$ cat src/rtl/fifo_arb_pkg.sv
// Shared constants and read-side FSM encoding for the fifo_arbiter slice.
package fifo_arb_pkg;

    localparam int unsigned ENTRY_WIDTH_DEF = 32;
    localparam int unsigned DATA_MSB        = 31;
    localparam int unsigned DATA_LSB        = 16;
    localparam int unsigned LT_MSB          = 15;
    localparam int unsigned LT_LSB          = 0;

    typedef enum logic [1:0] {
        ST_IDLE,
        ST_WAIT,
        ST_HOLD
    } rd_state_e;

endpackage

$ cat src/rtl/rr_arbiter.sv
// Combinational round-robin arbiter: one-hot grant to the first request found
// searching upward (with wrap) from ptr.
module rr_arbiter #(
    parameter int unsigned NUM_REQ = 4,
    parameter int unsigned PTR_W   = (NUM_REQ > 1) ? $clog2(NUM_REQ) : 1
) (
    input  logic [NUM_REQ-1:0] req,
    input  logic [PTR_W-1:0]   ptr,
    output logic [NUM_REQ-1:0] grant
);

    logic             found;
    logic [PTR_W-1:0] idx;

    always_comb begin
        grant = '0;
        found = 1'b0;
        idx   = '0;
        for (int unsigned off = 0; off < NUM_REQ; off++) begin
            idx = PTR_W'((32'(ptr) + off) % NUM_REQ);
            if (!found && req[idx]) begin
                grant[idx] = 1'b1;
                found      = 1'b1;
            end
        end
    end

endmodule

$ cat src/rtl/fifo_arbiter.sv
// Round-robin writer into a shared event FIFO plus a read-side unloader FSM.
// Optional macro LT_GATE_EN holds the output entry until its lt field <= cur_time.
module fifo_arbiter
    import fifo_arb_pkg::*;
#(
    parameter int unsigned NUM_REQ     = 4,
    parameter int unsigned ENTRY_WIDTH = ENTRY_WIDTH_DEF,
    localparam int unsigned GW         = (NUM_REQ > 1) ? $clog2(NUM_REQ) : 1
) (
    input  logic                           clk,
    input  logic                           reset,
    input  logic [NUM_REQ-1:0]             req_valid,
    input  logic [NUM_REQ*ENTRY_WIDTH-1:0] req_data,
    output logic [NUM_REQ-1:0]             req_ready,
    output logic [GW-1:0]                  grant_id,
    output logic                           fifo_enqueue,
    output logic [ENTRY_WIDTH-1:0]         fifo_data_in,
    input  logic                           fifo_full,
    output logic                           fifo_dequeue,
    input  logic [ENTRY_WIDTH-1:0]         fifo_data_out,
    input  logic                           fifo_empty,
    output logic                           out_valid,
    output logic [ENTRY_WIDTH-1:0]         out_data,
    input  logic                           out_ready,
    input  logic [15:0]                    cur_time
);

    logic [GW-1:0]      rr_ptr;
    logic [NUM_REQ-1:0] grant;
    logic [GW-1:0]      grant_idx;
    rd_state_e          state;
    logic               lt_ok;
    logic               xfer;

    rr_arbiter #(
        .NUM_REQ (NUM_REQ),
        .PTR_W   (GW)
    ) u_rr (
        .req   (req_valid),
        .ptr   (rr_ptr),
        .grant (grant)
    );

    always_comb begin
        req_ready    = (reset && !fifo_full) ? grant : '0;
        fifo_enqueue = |req_ready;
        grant_idx    = '0;
        fifo_data_in = '0;
        for (int unsigned i = 0; i < NUM_REQ; i++) begin
            if (req_ready[i]) begin
                grant_idx    = GW'(i);
                fifo_data_in = req_data[i*ENTRY_WIDTH +: ENTRY_WIDTH];
            end
        end
    end

    always_ff @(posedge clk or negedge reset) begin
        if (!reset) begin
            rr_ptr   <= '0;
            grant_id <= '0;
        end else if (fifo_enqueue) begin
            grant_id <= grant_idx;
            rr_ptr   <= (grant_idx == GW'(NUM_REQ - 1)) ? '0 : grant_idx + 1'b1;
        end
    end

`ifdef LT_GATE_EN
    assign lt_ok = (out_data[LT_MSB:LT_LSB] <= cur_time);
`else
    logic unused_cur_time;
    assign unused_cur_time = ^cur_time;
    assign lt_ok           = 1'b1;
`endif

    assign out_valid = (state == ST_HOLD) && lt_ok;
    assign xfer      = out_valid && out_ready;

    // Dequeue is combinational so a HOLD transfer can re-arm the read in the
    // same cycle, giving one entry every two cycles.
    assign fifo_dequeue = reset && !fifo_empty &&
                          ((state == ST_IDLE) || (state == ST_HOLD && xfer));

    always_ff @(posedge clk or negedge reset) begin
        if (!reset) begin
            state    <= ST_IDLE;
            out_data <= '0;
        end else begin
            case (state)
                ST_IDLE: if (!fifo_empty) state <= ST_WAIT;
                ST_WAIT: begin
                    out_data <= fifo_data_out;
                    state    <= ST_HOLD;
                end
                ST_HOLD: if (xfer) state <= fifo_empty ? ST_IDLE : ST_WAIT;
                default: state <= ST_IDLE;
            endcase
        end
    end

endmodule

$ cat config.mk
export PLATFORM = sky130hd
export DESIGN_NAME = fifo_arbiter
export DESIGN_NICKNAME = d
export VERILOG_FILES = /design/src/rtl/fifo_arb_pkg.sv /design/src/rtl/rr_arbiter.sv /design/src/rtl/fifo_arbiter.sv
export SDC_FILE = /design/constraint.sdc
export NUM_CORES = 1
export LEC_CHECK = 0
export CORE_UTILIZATION = 34
export CTS_CLUSTER_SIZE = 20
export DETAILED_ROUTE_END_ITERATION = 8
export PLACE_DENSITY = 0.94
export SLEW_MARGIN = 0
export SYNTH_ARGS = -nofsm -noshare
export SYNTH_HDL_FRONTEND = slang
export SYNTH_SLANG_ARGS = --single-unit
$ cat constraint.sdc
create_clock -name clk -period 3.9 [get_ports clk]
set_input_delay 0.78 -clock clk [delete_from_list [all_inputs] [get_ports clk]]
set_output_delay 0.78 -clock clk [all_outputs]
set_load 0.01 [all_outputs]
* Word level (Yosys, flattened, before mapping)
Index checks and enable logic that the tools add are counted.
** Word-level totals
- Bits in registers :: 38
- Output and inout bits :: 73
** Cells by class
- Eq/ne operators :: 5
- Add/sub/neg operators :: 4
- Bitwise logic cells :: 3
- Order comparisons :: 8
- Mux-type cells :: 36
- Reductions and logical operators :: 21
** Operators by type and width (count)
- $mux W32 :: 4
- $mux W4 :: 5
- $mux W1 :: 13
- $logic_and A1 B1 Y1 :: 12
- $lt A2 B3 Y1 const B :: 4
- $or A4 B4 Y4 :: 3
- $mux W2 :: 5
- $bmux W1 S2 :: 4
- $demux W1 S2 :: 4
- $ge A2 B1 Y1 const B :: 4
- $pmux W2 S3 :: 1
- $logic_not A1 Y1 :: 5
- $add A2 B1 Y2 const B :: 2
- $add A2 B2 Y2 const B :: 2
- $eq A2 B2 Y1 const B :: 2
- $reduce_or A4 Y1 :: 1
- $eq A2 B1 Y1 const B :: 1
- $logic_not A2 Y1 :: 1
- $ne A2 B1 Y1 const B :: 1
- $ne A2 B2 Y1 const B :: 1
- $reduce_and A2 Y1 :: 1
- $logic_or A1 B1 Y1 :: 1

* Depth between registers and ports, before layout
Gate-level depths: netlist of the first run.
- Depth in word-level cells :: 18
- Gate-level depth with buffers :: 11
- Gate-level depth less buffers :: 9

* Cells and area by module
From an unflattened synthesis of the first run, not the netlist that was laid out.
** Second synthesis, totals
- Cells, all modules :: 272
- Area, all modules :: 2800.2 µm²
** By module, submodules not included
- fifo_arbiter :: seq. area each 950.9 µm², area an instance 2462.4 µm², times used 1, cells an instance 236
- rr_arbiter :: seq. area each 0.0 µm², area an instance 337.8 µm², times used 1, cells an instance 36

* Worst setup path before layout of the first run
OpenSTA, ideal clock, no wires.
- Kind :: register to output
- From :: register rr_ptr[0]
- To :: output port fifo_data_in[0]
- Path buffers :: 2
- Required time :: 3120 ps
- Data arrival time :: 2710 ps
- Path slack :: 410 ps
- Cell stages (with the launch flop) :: 11
- Cell sequence :: dfrtp_1 -> buf_6 -> inv_1 -> ha_1 -> or3b_2 -> a21oi_1 -> o21ai_1 -> a31oi_4 -> buf_4 -> nand4_1 -> a31oi_1
** Between the ends
- Cells in the longest elaborated chain, start to end :: 17
** RTL lines
- start, declared :: line fifo_arbiter.sv:28 : logic [GW-1:0] rr_ptr;
- start signal, assigned :: line fifo_arbiter.sv:63 : rr_ptr <= (grant_idx == GW'(NUM_REQ - 1)) ? '0 : grant_idx + 1'b1;
- parallel branches: the longest is 11 deep, another holds $lt A2 B3 Y1
- $mux W4 * :: line rr_arbiter.sv:21 : if (!found && req[idx]) begin
- $mux W4 * :: line fifo_arbiter.sv:45 : req_ready = (reset && !fifo_full) ? grant : '0;
- named net req_ready[0] :: line fifo_arbiter.sv:14 : output logic [NUM_REQ-1:0] req_ready,
- $mux W32 * (4 in series) :: line fifo_arbiter.sv:50 : if (req_ready[i]) begin
- end, declared :: line fifo_arbiter.sv:17 : output logic [ENTRY_WIDTH-1:0] fifo_data_in,
Mark *: on every way through the listed nets, which the timed path passes. The select of a mux whose other input is x is not followed.

* Final worst setup path of the first run
- From :: input port req_valid[1]
- To :: output port fifo_data_in[2]
** Between the ends
- Cells in the longest elaborated chain, start to end :: 17
** RTL lines
- start, declared :: line fifo_arbiter.sv:12 : input logic [NUM_REQ-1:0] req_valid,
- $bmux W1 S2 :: line rr_arbiter.sv:21
- $mux W1 (not written as such) :: line rr_arbiter.sv:21
- $mux W1 :: line rr_arbiter.sv:21
- $logic_not A1 Y1 :: line rr_arbiter.sv:21
- $logic_and A1 B1 Y1 :: line rr_arbiter.sv:21
- $mux W1 :: line rr_arbiter.sv:21
- $logic_not A1 Y1 :: line rr_arbiter.sv:21
- $logic_and A1 B1 Y1 :: line rr_arbiter.sv:21
- $mux W1 :: line rr_arbiter.sv:21
- $logic_not A1 Y1 :: line rr_arbiter.sv:21
- $logic_and A1 B1 Y1 :: line rr_arbiter.sv:21
- $mux W4 * :: line rr_arbiter.sv:21
- $mux W4 * :: line fifo_arbiter.sv:45
- $mux W32 (3 in series) :: line fifo_arbiter.sv:50
- $mux W32 * :: line fifo_arbiter.sv:50
Every way passes the cells marked *; elsewhere a longest branch is shown, timed or not. The select of a mux whose other input is x is not followed.

==> reports/metrics.csv, run 1 <==
metric,value,unit
nets@finish,822,
mux contribution to synthesized area,0.194,
ranking of synthesized cells by area,"dfrtp_1 29%, mux2_2 11%, a31oi_1 7.9%",
Via Count,4072,
r2r setup slk,1.02,ns
CTS Sinks,38,
clock root buffer,clkbuf_8,
Placed Area,6080,um2
worst-path fanout max,7,
final core occ,0.685,
sw frac,0.417,
DRT Pass-1 Iters,5,
Core Box Area,9240,um2
worst clock skew,0.00899,ns
initial core utilization,0.350,
vias in the first global route,4180,
Bufs on Longest Clock Path,2,
simple-gate share of the synthesized area,0.154,
Mapped Area,3230,um2
power per cell area,630,nW/um2
number of buffers created by CTS,5,
die area,9900,um2
Port Buf Inserts,241,
Slew @ Worst Pin,0.686,ns
P_sw,1.66,mW
MaxCap Viol Count,0,
# hold bufs at CTS,0,
number of synthesized flops with an enable pin,0,
Filler cells,681,
Rows,35,
post-route DRC violation count,0,
critical path arrival,3.06,ns
die extent in x,99.5,um
RePlAce Congestion,0.893,
clk_lat worst skew,0.30,ns
Final Hold Vio Count,0,
routed vias/inst,5.36,
ys async rst share,1.00,
VDD IR max,448,uV
compound-gate portion of the synthesized area,0.240,
wire per inst,17.9,um
ys flop type,dfrtp_1,
Fmax achieved,0.260,GHz
CP max stage delay,0.57,ns
"Critical Path, Cell by Cell","buf_2, mux4_2, or4b_4, buf_6, a31oi_4, buf_12, buf_16, nand3_1, a31oi_1, buf_2",
Area growth syn-to-layout,95.9,%
final clock period utilization by the worst path,0.984,
sequential area share after synthesis,0.294,
clock share of power,0.086,
CP most frequent cell,buf_2,
Synth Net Count,546,
crit end category,output port,
Flop pwr share,0.160,
Final min period,3.84,ns
cell taking the most area after synthesis,dfrtp_1,
Syn Area/Cell,9.13,um2
endpoints failing setup,0,
adder-cell share of the synthesized area,0.0271,
number of diodes,0,
crit path max-delay cell type,or4b_4,
Yosys Warn Count,0,
largest family of logic cells by synthesized area,compound AO/OA/AOI/OAI gates,
DR iter-0 viols,131,
clock-pin slew on the worst setup and hold paths,0.07,ns
"Distinct cells, synth",47,
P_int,2.33,mW
ANT nets after route,0,
H-tree levels,2,
Die Y-Extent,99.5,um
largest net degree at the start of global routing,38,
aggregate global-route resource usage,0.263,
Startpoint Class,input port,
initial antenna violation count,0,
"FF+latch count, synth",38,
leakage,2.80,nW
global-route wire length before repair,20500,um
WP data required,3.12,ns
type of the worst min-delay path,input port to async pin,
"Slew Viols, Final",0,
Post-Syn Instances,354,
max_slew headroom,0.538,
proportion of layout cells with a drive suffix above 1,0.286,
Post-Route WL,13600,um
Post-Synth XOR/XNOR Area,0,
gr ovfl total,0,
critical path class,input port to output port,
post-synth top area share,0.294,
Ports,258,
status,"finished, final reports clean",
detailed placer's ending HPWL,10200,um
design area,6330,um2
CTS tree,done,
unrepaired setup endpoints after global routing,false,
combinational share of power,0.754,
## metal layers
layer / part of all wire / vias to the layer above / track usage / wire, um
li1: - / 1865 / - / -
met1: 0.35 / 1904 / 0.260 / 4830
met2: 0.51 / 257 / 0.496 / 6950
met3: 0.097 / 46 / 0.0829 / 1330
met4: 0.038 / 0 / 0.129 / 513
met5: 0 / - / 0 / 0
## Yosys cell counts, types with 3 or more instances
| library cell | n |
|---|---|
| dfrtp_1 | 38 |
| nor2_1 | 14 |
| nand4_1 | 9 |
| a221oi_1 | 3 |
| nor2b_1 | 4 |
| buf_4 | 3 |
| inv_1 | 28 |
| a21oi_1 | 4 |
| o221ai_1 | 12 |
| a31oi_1 | 41 |
| o221ai_2 | 10 |
| mux2i_1 | 22 |
| clkbuf_1 | 15 |
| buf_6 | 6 |
| ha_1 | 7 |
| nand2_1 | 49 |
| mux2_2 | 32 |
| buf_2 | 7 |
| nand3_1 | 11 |
## per-stage QoR
stage / cells / power (mW) / hold WS, ns / TNS (ns) / worst slack (ns)
6_report: 759 / 3.99 / 0.276 / 0 / 0.0612
5_1_grt: 759 / 4.21 / 0.270 / 0 / 0.00564
4_1_cts: 759 / 3.91 / 0.269 / 0 / 0.0164
3_5_place_dp: 742 / 3.50 / 0.480 / -19.84 / -0.608
3_3_place_gp: 742 / 3.41 / 0.449 / -17.28 / -0.553
2_1_floorplan: 354 / 2.15 / 0.434 / 0 / 0.410
## worst paths after layout
path,startpoint,end,depth (start not counted)
hold reg to reg,state[0],state[0],1
max in group asynchronous,reset,grant_id[0],2
setup reg to reg,rr_ptr[0],grant_id[0],11
hold / removal,reset,rr_ptr[1],1
min in group clk,state[0],state[0],1
setup / recovery,req_valid[1],fifo_data_in[2],10
## power by group through the flow
stage | Combinational [mW] | Sequential (mW) | Clock (mW)
after floorplan | 1.43 | 0.720 | 0
after global placement | 2.78 | 0.632 | 0
after detailed placement | 2.86 | 0.646 | 0
after CTS | 2.92 | 0.641 | 0.349
after global routing | 3.20 | 0.658 | 0.361
final | 3.01 | 0.639 | 0.341
## sequential cells by signal, indices dropped and copies added (netlist names)
signal / count
grant_id: 2
rr_ptr: 2
state: 2
out_data: 32
## what timing repair did
item,in CTS,in global routing
endpoints found under the setup margin,37,15
setup buffers,7,0
resized for setup,169,15
pin swaps,9,6
cloned,3,1
## layout by cell type, fill, tap and decap left out, types with 6 or more instances in the layout
| cell type | n |
|---|---|
| o221ai_1 | 6 |
| buf_6 | 7 |
| clkbuf_8 | 6 |
| ha_1 | 6 |
| a31oi_1 | 40 |
| inv_1 | 28 |
| dfrtp_1 | 38 |
| mux2_2 | 32 |
| mux2i_1 | 22 |
| clkdlybuf4s50_1 | 200 |
| nand2_1 | 48 |
| buf_4 | 42 |
| o221ai_2 | 14 |
| buf_2 | 36 |
| nand4_1 | 9 |
| nand3_1 | 11 |
| buf_12 | 8 |
| nor2_1 | 14 |
## cell type report
| cell class | count | area, um2 | share of cell area |
|---|---|---|---|
| timing repair buffer | 301 | 2880 | 0.455 |
| multi-input combinational | 255 | 2110 | 0.334 |
| sequential | 38 | 951 | 0.150 |
| tap | 129 | 161 | 0.0255 |
| inverter | 29 | 109 | 0.0172 |
| clock buffer | 6 | 82.6 | 0.0130 |
| clock inverter | 1 | 30.0 | 0.00474 |
## critical path: cells and delay by family
family                 cells  cell delay, ns
AOI/OAI and AO/OA          2            0.39
and+or+nand+nor            2            0.64
buffers and inverters      5            0.71
muxes                      1            0.53
## cell families after synthesis
family,Yosys count
flip-flops,38
AO/OA/AOI/OAI,89
buffers and inverters,61
AND/OR/NAND/NOR,103
multiplexers,56
adder cells (fa/ha/maj),7
Power figures use the tool's default switching activity.
==> inputs of run 2 (changes only) <==
Settings changed: ABC_AREA set to 1, CORE_UTILIZATION 34 to 35, PLACE_DENSITY 0.94 to 0.93.
==> reports/metrics.csv, run 2 <==
metric,value,unit
clk_lat worst skew,0.29,ns
"Distinct cells, synth",30,
Bufs on Longest Clock Path,2,
Fmax achieved,0.262,GHz
Final Non-Filler Cells,923,
final core occ,0.673,
crit end category,output port,
worst-path fanout max,12,
"CP delay by family, top",buffers and inverters,
"Most flops, register",out_data,
number of diodes,0,
Post-Route WL,13400,um
cells on worst reg2reg path,16,
most frequent cells in the layout,"206 x clkdlybuf4s50_1, 167 x nand2_1, 83 x nor2_1",
initial antenna violation count,0,
Hold Worst Slack,0.493,ns
vias in the first global route,4064,
Area growth syn-to-layout,82.9,%
ANT nets after route,0,
MaxCap Viol Count,0,
ys flop type,dfrtp_1,
power per cell area,566,nW/um2
aggregate global-route resource usage,0.247,
Core Box Area,9420,um2
ranking of synthesized cells by area,"dfrtp_1 27%, nand2_1 19%, mux2_2 10%",
cell with the most instances after synthesis,nand2_1,
critical path arrival,3.04,ns
type of the worst min-delay path,flop to flop,
wire per inst,14.5,um
FF-to-FF End,grant_id[0],
Via Count,4336,
Worst Setup SP,req_valid[0],
Port Buf Inserts,241,
H-tree levels,2,
dpl cells,910,
clock root buffer,clkbuf_8,
number of buffers and inverters on the critical path,4,
critical path class,input port to output port,
ys async rst share,1.00,
post-synth top area share,0.275,
largest net degree at the start of global routing,39,
endpoints failing setup,0,
Rows,35,
Reg-to-Reg Start,rr_ptr[0],
DRT Pass-1 Iters,4,
Synth Net Count,733,
cell taking the most area after synthesis,dfrtp_1,
RePlAce Congestion,0.830,
Final Hold Vio Count,0,
status,"finished, final reports clean",
VDD IR max,452,uV
sequential area share after synthesis,0.275,
worst clock skew,0.00829,ns
Startpoint Class,input port,
detailed placer's ending HPWL,10200,um
gr ovfl total,0,
CTS tree,done,
clock-pin slew on the worst setup and hold paths,0.07,ns
nets@finish,985,
final clock period utilization by the worst path,0.979,
Yosys Warn Count,0,
critical path depth,14,
Final min period,3.82,ns
Synth top cells by count,"173 x nand2_1, 84 x nor2_1, 70 x nand3_1, 64 x inv_1, 38 x dfrtp_1",
max_slew headroom,0.618,
DR iter-0 viols,161,
post-route DRC violation count,0,
Ports,258,
unrepaired setup endpoints after global routing,true,
die area,10300,um2
Die Y-Extent,101,um
routed vias/inst,4.70,
"FF+latch count, synth",38,
leakage,3.35,nW
number of buffers created by CTS,5,
"most common cell after layout, fill and taps aside",clkdlybuf4s50_1,
proportion of layout cells with a drive suffix above 1,0.147,
flip-flop count of the largest register after layout,32,
crit path max-delay cell type,clkdlybuf4s50_1,
"Slew Viols, Final",0,
WP data required,3.12,ns
global-route wire length before repair,19700,um
die extent in x,101,um
CP max stage delay,0.46,ns
r2r setup slk,1.52,ns
number of synthesized flops with an enable pin,0,
CTS Sinks,38,
Slew @ Worst Pin,0.571,ns
Syn Area/Cell,6.40,um2
Post-Syn Instances,541,
Mapped Area,3460,um2
"Critical Path, Cell by Cell","clkdlybuf4s50_1, nand2_2, nand3_4, nand2_4, nand2_4, nor2_4, nand2_1, nand3_1, nand2_2, buf_6, or2_2, nand2_1, inv_1, clkdlybuf4s50_1",
Worst setup endpoint,fifo_data_in[6],
initial core utilization,0.368,
[run 2: logic make-up after synthesis]
kind of cell	Yosys count	share of synthesized area
flops	38	0.275
fa+ha+maj	7	0.0253
buf+inv	96	0.124
simple gates	363	0.462
mux	32	0.104
compound gates	5	0.00976
[run 2: per-stage QoR]
| stage | setup TNS [ns] | power, mW | cell area [um2] | setup slack (ns) |
|---|---|---|---|---|
| 3_5_place_dp | -1.33 | 3.30 | 6150 | -0.0849 |
| 2_1_floorplan | 0 | 2.04 | 3460 | 0.925 |
| 5_1_grt | -0.201 | 3.86 | 6330 | -0.0884 |
| 3_3_place_gp | -0.399 | 3.22 | 6150 | -0.0462 |
| 4_1_cts | 0 | 3.56 | 6280 | 0.000806 |
| 6_report | 0 | 3.58 | 6330 | 0.0809 |
[run 2: timing repair]
| action | in CTS | in global routing |
|---|---|---|
| gates resized for setup | 26 | 43 |
| cloned | 1 | 1 |
| setup buffers | 2 | 1 |
| pin swaps | 1 | 1 |
| hold buffers | 0 | 0 |
| endpoints found under the setup margin | 32 | 21 |
[run 2: metal layers]
metal	track usage	wire length, um
met1	0.269	5050
met2	0.461	7000
met3	0.0718	1130
met4	0.0713	225
met5	0	0
[run 2: worst min-delay path: cells and delay by family (launching register included)]
family           cells  cell delay [ns]
DFF                  1             0.36
and+or+nand+nor      2             0.11
[run 2: layout make-up]
cell class              instances  area [um2]
fillers                       782        3080
repair buffers                273        2750
multi-input cells             407        2120
flip-flops and latches         38         951
inverters                      68         260
well taps                     129         161
clock buffers                   6        82.6
clock inverters                 2        12.5
[run 2: how the worst min path moves through the flow]
| stage | from | endpoint | slack [ns] | cells past startpoint |
|---|---|---|---|---|
| after floorplan | state[1] | state[1] | 0.44 | 2 |
| after global placement | state[1] | state[1] | 0.46 | 2 |
| after detailed placement | grant_id[0] | grant_id[0] | 0.48 | 2 |
| after CTS | state[1] | state[1] | 0.50 | 2 |
| after global routing | out_data[8] | out_data[8] | 0.52 | 1 |
| final | state[1] | state[1] | 0.49 | 2 |
[run 2: report_power, final]
group / internal (mW) / total, mW / switching (mW)
combinational: 1.29 / 2.64 / 1.35
clock: 0.142 / 0.285 / 0.143
sequential: 0.555 / 0.652 / 0.0972
==> inputs of run 3 (changes only) <==
Settings changed: SKIP_LAST_GASP set to 1.
==> reports/metrics.csv, run 3 (synthesized netlist as in run 2, its figures left out) <==
metric,value,unit
status,"finished, final reports clean",
Fmax achieved,0.269,GHz
crit end category,output port,
Core Box Area,9420,um2
RePlAce Congestion,0.830,
nets@finish,995,
Post-Route WL,13700,um
initial antenna violation count,0,
"CP delay by family, top",buffers and inverters,
DRT Pass-1 Iters,4,
max_slew headroom,0.618,
Port Buf Inserts,241,
worst setup margin,0.184,ns
CTS Sinks,38,
type of the worst min-delay path,flop to flop,
vias in the first global route,4064,
power per cell area,577,nW/um2
clk_lat worst skew,0.29,ns
endpoints failing setup,0,
ANT nets after route,0,
final clock period utilization by the worst path,0.953,
worst clock skew,0.00819,ns
proportion of layout cells with a drive suffix above 1,0.147,
critical path arrival,2.94,ns
H-tree levels,2,
wire per inst,14.7,um
Die Y-Extent,101,um
largest net degree at the start of global routing,39,
global-route wire length before repair,19700,um
routed vias/inst,4.69,
Via Count,4372,
Final min period,3.72,ns
Area growth syn-to-layout,86.3,%
critical path class,flop to output port,
final core occ,0.685,
"most common cell after layout, fill and taps aside",clkdlybuf4s50_1,
die extent in x,101,um
detailed placer's ending HPWL,10200,um
unrepaired setup endpoints after global routing,false,
CTS tree,done,
DR iter-0 viols,144,
flip-flop count of the largest register after layout,32,
number of diodes,0,
VDD IR max,457,uV
worst-path fanout max,25,
Final Hold Vio Count,0,
Ports,258,
"Critical Path, Cell by Cell","inv_4, ha_1, inv_2, nand3_1, nand2_2, nand2_4, nor2_4, nand2_1, nand3_1, nand2_2, buf_12, buf_12, nor2_1, nor2_1, nand2_1, clkdlybuf4s50_1",
number of buffers and inverters on the critical path,5,
"Slew Viols, Final",0,
Place WS,-0.0849,ns
"Most flops, register",out_data,
crit path max-delay cell type,clkdlybuf4s50_1,
most frequent cells in the layout,"219 x clkdlybuf4s50_1, 167 x nand2_1, 83 x nor2_1",
r2r setup slk,1.63,ns
CP max stage delay,0.53,ns
Startpoint Class,flop,
die area,10300,um2
gr ovfl total,0,
aggregate global-route resource usage,0.247,
MaxCap Viol Count,0,
Slew @ Worst Pin,0.571,ns
number of buffers created by CTS,5,
Bufs on Longest Clock Path,2,
post-route DRC violation count,0,
clock root buffer,clkbuf_8,
Rows,35,
clock-pin slew on the worst setup and hold paths,0.07,ns
leakage,3.30,nW
WP data required,3.12,ns
initial core utilization,0.368,
-- run 3: stage by stage --
stage / power [mW] / TNS [ns] / instance area [um2] / hold slack, ns / cells
global placement: 3.22 / -0.399 / 6150 / 0.459 / 910
finish: 3.72 / 0 / 6450 / 0.493 / 933
CTS: 3.59 / -0.217 / 6280 / 0.501 / 921
detailed placement: 3.30 / -1.33 / 6150 / 0.481 / 910
global route: 4.00 / 0 / 6450 / 0.518 / 933
floorplan: 2.04 / 0 / 3460 / 0.442 / 541
-- run 3: where the power goes --
| group | internal (mW) | leakage, nW | total, mW | switching (mW) |
|---|---|---|---|---|
| Sequential | 0.555 | 0.446 | 0.652 | 0.0974 |
| Combinational | 1.40 | 2.81 | 2.78 | 1.38 |
| Clock | 0.142 | 0.0472 | 0.286 | 0.144 |
-- run 3: per-layer routing --
metal / track usage / part of all wire / up-vias
li1: - / - / 2203
met1: 0.269 / 0.37 / 1966
met2: 0.461 / 0.52 / 183
met3: 0.0718 / 0.089 / 20
met4: 0.0713 / 0.018 / 0
met5: 0 / 0 / -
-- run 3: cell type report --
cell class / count / area (um2)
clock inverters: 2 / 12.5
inverters: 68 / 258
well taps: 129 / 161
repair buffers: 283 / 2870
fillers: 758 / 2970
flip-flops and latches: 38 / 951
clock buffers: 6 / 82.6
multi-input cells: 407 / 2120
-- run 3: repair_timing --
item                                    in CTS  in global routing
gates resized for setup                     17                 18
buffers inserted                             2                 10
pin swaps                                    1                  4
hold buffers                                 0                  0
endpoints found under the hold margin        0                  0
endpoints found under the setup margin      32                 29
gates cloned                                 1                  2
-- run 3: path summary, 6_finish.rpt --
| path | start | end | cells after the start |
|---|---|---|---|
| min | state[1] | state[1] | 2 |
| max | rr_ptr[0] | fifo_data_in[30] | 16 |
| max reg2reg | rr_ptr[0] | rr_ptr[0] | 16 |
| min reg2reg | state[1] | state[1] | 2 |
| max in group asynchronous | reset | grant_id[0] | 2 |
| min in group asynchronous | reset | out_data[16] | 2 |
-- run 3: tightest hold or removal path, stage by stage, from the launching register on --
cell	delay, ns
dfrtp_1	0.36
nand2_1	0.06
nand2_1	0.05
